<file path="src/rtl/valid_array_flush_sequencer_pkg.sv">
// Shared cache geometry defaults. The valid array, the tag array and the
// flush sequencer all take their sizing defaults from here.
package valid_array_flush_sequencer_pkg;

   localparam int unsigned CACHE_NUMBER_SETS = 64;
   localparam int unsigned CACHE_NUMBER_WAYS = 16;

endpackage : valid_array_flush_sequencer_pkg

</file>
<file path="src/rtl/valid_array_flush_sequencer.sv">
// Flush sequencer that owns the access port of the per-way cache valid array.
// While idle, it passes controller lookups and fills straight through with no
// added latency. On request, or optionally when leaving reset, it stalls the
// controller and writes valid=0 to every way of one set per cycle. When the
// last set has been written, it pulses flush_done_out for one cycle.
module valid_array_flush_sequencer
   import valid_array_flush_sequencer_pkg::*;
#(
   parameter int unsigned NUMBER_SETS           = CACHE_NUMBER_SETS,
   parameter int unsigned NUMBER_WAYS           = CACHE_NUMBER_WAYS,
   parameter int unsigned SET_PTR_WIDTH_IN_BITS = $clog2(NUMBER_SETS),
   parameter bit          FLUSH_ON_RESET        = 1'b1
) (
   input  logic                             clk_in,
   input  logic                             reset_in,
   input  logic                             flush_req_in,
   output logic                             flush_busy_out,
   output logic                             flush_done_out,
   input  logic                             client_access_en_in,
   input  logic [SET_PTR_WIDTH_IN_BITS-1:0] client_set_addr_in,
   input  logic                             client_write_en_in,
   input  logic [NUMBER_WAYS-1:0]           client_way_select_in,
   input  logic                             client_write_valid_in,
   output logic                             client_stall_out,
   output logic                             access_en_out,
   output logic [SET_PTR_WIDTH_IN_BITS-1:0] set_addr_out,
   output logic                             write_en_out,
   output logic [NUMBER_WAYS-1:0]           way_select_out,
   output logic                             write_valid_out
);

   typedef enum logic [1:0] {
      ST_IDLE  = 2'd0,
      ST_FLUSH = 2'd1,
      ST_DONE  = 2'd2
   } state_e;

   localparam state_e RESET_EXIT_STATE = FLUSH_ON_RESET ? ST_FLUSH : ST_IDLE;
   localparam logic [SET_PTR_WIDTH_IN_BITS-1:0] LAST_SET =
      SET_PTR_WIDTH_IN_BITS'(NUMBER_SETS - 1);

   state_e                           state_q;
   logic [SET_PTR_WIDTH_IN_BITS-1:0] flush_set_q;

   // Sequencer FSM and set walker: IDLE -> FLUSH (one set per cycle) -> DONE -> IDLE.
   // NOTE: state registers use non-blocking assignments so every flop samples
   // pre-edge values; blocking here would create order-dependent simulation.
   always_ff @(posedge clk_in) begin
      if (reset_in) begin
         state_q     <= RESET_EXIT_STATE;
         flush_set_q <= '0;
      end else begin
         unique case (state_q)
            ST_IDLE: begin
               if (flush_req_in) begin
                  state_q     <= ST_FLUSH;
                  flush_set_q <= '0;
               end
            end
            ST_FLUSH: begin
               // The counter wraps to zero naturally after the last set because
               // NUMBER_SETS is a power of two.
               flush_set_q <= flush_set_q + 1'b1;
               if (flush_set_q == LAST_SET) begin
                  state_q <= ST_DONE;
               end
            end
            ST_DONE: begin
               state_q <= ST_IDLE;
            end
            default: begin
               state_q <= ST_IDLE;
            end
         endcase
      end
   end

   // Array port multiplexing and status: client pass-through while idle,
   // invalidate writes while flushing, and everything quiet in reset and DONE.
   // NOTE: every output gets a default before the case so no path leaves a
   // signal unassigned, which would otherwise infer a latch.
   always_comb begin
      access_en_out    = 1'b0;
      set_addr_out     = '0;
      write_en_out     = 1'b0;
      way_select_out   = '0;
      write_valid_out  = 1'b0;
      client_stall_out = 1'b1;
      flush_busy_out   = 1'b1;
      flush_done_out   = 1'b0;

      // While reset is held, the array port stays quiet and the controller is
      // stalled no matter which state the register still holds.
      if (!reset_in) begin
         unique case (state_q)
            ST_IDLE: begin
               access_en_out    = client_access_en_in;
               set_addr_out     = client_set_addr_in;
               write_en_out     = client_write_en_in;
               way_select_out   = client_way_select_in;
               write_valid_out  = client_write_valid_in;
               client_stall_out = 1'b0;
               flush_busy_out   = 1'b0;
            end
            ST_FLUSH: begin
               access_en_out   = 1'b1;
               set_addr_out    = flush_set_q;
               write_en_out    = 1'b1;
               way_select_out  = '1;
               write_valid_out = 1'b0;
            end
            ST_DONE: begin
               flush_done_out = 1'b1;
            end
            default: begin
               flush_done_out = 1'b0;
            end
         endcase
      end
   end

endmodule : valid_array_flush_sequencer

</file>
<file path="config.mk">
export PLATFORM = sky130hd
export DESIGN_NAME = valid_array_flush_sequencer
export DESIGN_NICKNAME = d
export VERILOG_FILES = /design/src/rtl/valid_array_flush_sequencer_pkg.sv /design/src/rtl/valid_array_flush_sequencer.sv
export SDC_FILE = /design/constraint.sdc
export NUM_CORES = 1
export LEC_CHECK = 0
export CAP_MARGIN = 20
export CORE_ASPECT_RATIO = 1.1
export CORE_MARGIN = 2
export CORE_UTILIZATION = 32
export DETAILED_ROUTE_END_ITERATION = 7
export GPL_TIMING_DRIVEN = 0
export PLACE_DENSITY = 0.8
export SLEW_MARGIN = 15
export SYNTH_ARGS = -nofsm -noshare
export SYNTH_HDL_FRONTEND = slang
export SYNTH_SLANG_ARGS = --single-unit
</file>
<file path="constraint.sdc">
create_clock -name clk_in -period 1.5 [get_ports clk_in]
set_input_delay 0.15 -clock clk_in [delete_from_list [all_inputs] [get_ports clk_in]]
set_output_delay 0.15 -clock clk_in [all_outputs]
set_load 0.005 [all_outputs]
</file>
==> impl_results.md <==
- H-tree depth: 1
- XOR/XNOR Fraction of Synth Area: 0%
- Cell taking the most area after synthesis: nor2_1
- Critical Path RT: 1.35 ns
- Cells after Synth: 105
- Yosys reg bits: 8
- Wirelength per Cell: 12.2 µm
- Deepest clock path buffer count: 2
- Synth unique cells: 28
- Part of the cycle the worst path needs: 99.6%
- Post-route cell area: 1280 µm²
- Diode count: 0
- Simple logic cell fraction of the synthesized area: 45.3%
- Gr usage total: 18.8%
- Pre-Repair DR Iteration Count: 4
- RSZ-0062 raised after global routing: yes
- Share of Yosys cell area claimed by the top area cell type: 26.2%
- Clock skew: 0.000423 ns
- Routed Antenna Nets: 0
- Share of cells above drive strength 1: 32.5%
- Slew Viols, Final: 0
- DR vias: 920
- Sink Count: 8
- Clock buffer count from CTS: 3
- CTS tree: done
- Antenna violations before repair: 0
- Vias per cell: 4.74
- Reg2Reg Depth: 4
- Most frequent cells after synthesis: nor2_1 (47), dfxtp_1 (8), mux2i_1 (8)
- Die Ht: 52.1 µm
- Largest net degree at the start of global routing: 11
- GPL Wtd Cong: 0.794
- Hold path depth: 2
- Maximum VDD drop: 353 µV
- Final wirelength: 2380 µm
- DIE AREA: 2490 µm²
- Total negative slack for setup checks: 0 ns
- Number of global-route vias before repair: 792
- Initial core utilization: 33.7%
- Final setup fails: 0
- Maximum clock rate: 0.670 GHz
- CTS clk-pin slew, worst paths: 0.05 ns
- Mux cell area share after synthesis: 11.9%
- Startpoint types: flop
- Static Leak: 0.000600 µW
- Slew margin rel.: 65.9%
- Main area contributors after synthesis: nor2_1 (26%), dfxtp_1 (24%), mux2i_1 (12%), nor3b_1 (3.3%), clkbuf_1 (2.8%)
- Worst skew pair latency: 0.26 ns
- Syn nets: 134
- Fin. Hold Viols: 0
- Fin util: 64.3%
- Largest family of logic cells by synthesized area: simple AND/OR/NAND/NOR gates
- Syn_area_per_cell: 6.42 µm²
- Main synth FF type: dfxtp_1
- Synthesized area: 674 µm²
- Synthesis Warnings: 0
- Worst Setup End Kind: primary output
- Number of synthesized flops with an enable pin: 0
- Maximum fanout along the worst path: 10
- Most common cell in the synthesized netlist: nor2_1
- DRC: 0
- PortBufs: 55
- Chip width: 47.8 µm
- Area grow syn2layout: 90.5%
- Io pins: 56
- Slowest-stage cell, CP: dfxtp_4
- Status: finished, final reports clean
- Crit path DAT: 1.34 ns
- Synth Area in Adders: 1.86%
- WS Path Type: reg2out
- Tot Pwr: 579 µW
- First-pass GRT wire length: 3390 µm
- DP Area: 1260 µm²
- Grt ovf: 0
- # rows: 17
- NumNets Final: 197
- Sequential area share after synthesis: 23.7%
- HPWL Detailed: 1790 µm
- Slew @ Worst Pin: 0.510 ns
- Worst-path cell chain: or2_4, buf_8, nor2_2, clkdlybuf4s15_2
- Max Cap Violations: 0
- CP peak stage delay: 0.35 ns
- Post-synthesis async set-or-reset flop share: 0%
- Core area: 2000 µm²
- Min-Delay Path Class: reg2reg
- Root buffer cell: clkbuf_4
- Synth Area in Compound Gates: 9.09%
- Hold_buf cts: 0
- Starting DRT DRC Count: 6
- PD cells: 450 nW/µm²
- Crit path time final: 1.49 ns
critical path: cells and delay by family, from the launching register on:
family / cells / cell delay, ns
DFF: 1 / 0.35
buffers and inverters: 2 / 0.35
and+or+nand+nor: 2 / 0.38
metrics by stage:
step           hold slack, ns  instances  setup slack [ns]
6_report                0.499        194           0.00661
3_3_place_gp            0.492        188            -0.499
5_1_grt                 0.526        194           -0.0511
4_1_cts                 0.500        191           -0.0460
3_5_place_dp            0.502        188            -0.521
2_1_floorplan           0.371        105             0.255
layout by cell type, fill, tap and decap left out, types with 4 or more instances in the layout:
master           instances
dfxtp_1                  6
buf_2                   20
nand2_1                  4
clkdlybuf4s50_1         27
clkbuf_2                 4
nor2_1                  39
buf_4                    6
dlygate4sd2_1            4
nor2_2                   5
mux2i_1                  8
cell type report:
class,instances,area (µm²)
Fill cell,183,714
Clock buffer,3,22.5
Inverter,2,7.51
Sequential cell,8,168
Multi-Input combinational cell,86,507
Timing Repair Buffer,60,479
Buffer,7,66.3
Tap cell,28,35.0
worst paths after layout:
| check | end | start | slack (ns) |
|---|---|---|---|
| worst max register to register | state_q[0] | state_q[0] | 0.09 |
| worst min-delay path | state_q[1] | flush_set_q[5] | 0.50 |
| worst min register to register | state_q[1] | flush_set_q[5] | 0.50 |
| worst max-delay path | way_select_out[13] | state_q[1] | 0.007 |
state kept, by name, indices dropped and copies added (netlist names):
| name | flops |
|---|---|
| flush_set_q | 6 |
| state_q | 2 |
layer usage:
metal | global-route usage, % | part of all wire (%)
met3 | 4.86 | 13
met2 | 32.0 | 45
met5 | 0 | 0
met1 | 21.0 | 40
met4 | 8.11 | 1.2
where the power goes:
group          total, µW  internal [µW]  switching [µW]
sequential           225            216            9.09
combinational        183            120            63.1
clock                170           91.9            78.3
cells by family after synthesis:
family / count (synthesis)
AND/OR/NAND/NOR: 67
AO/OA/AOI/OAI: 10
buffers and inverters: 11
flip-flops: 8
multiplexers: 8
adder cells (fa/ha/maj): 1
what timing repair did:
item	in CTS	in global routing
pin swaps	4	1
setup endpoints to repair	28	13
buffers inserted	2	3
gates resized for setup	104	24
No activity file was read; power rests on OpenSTA's default activity.
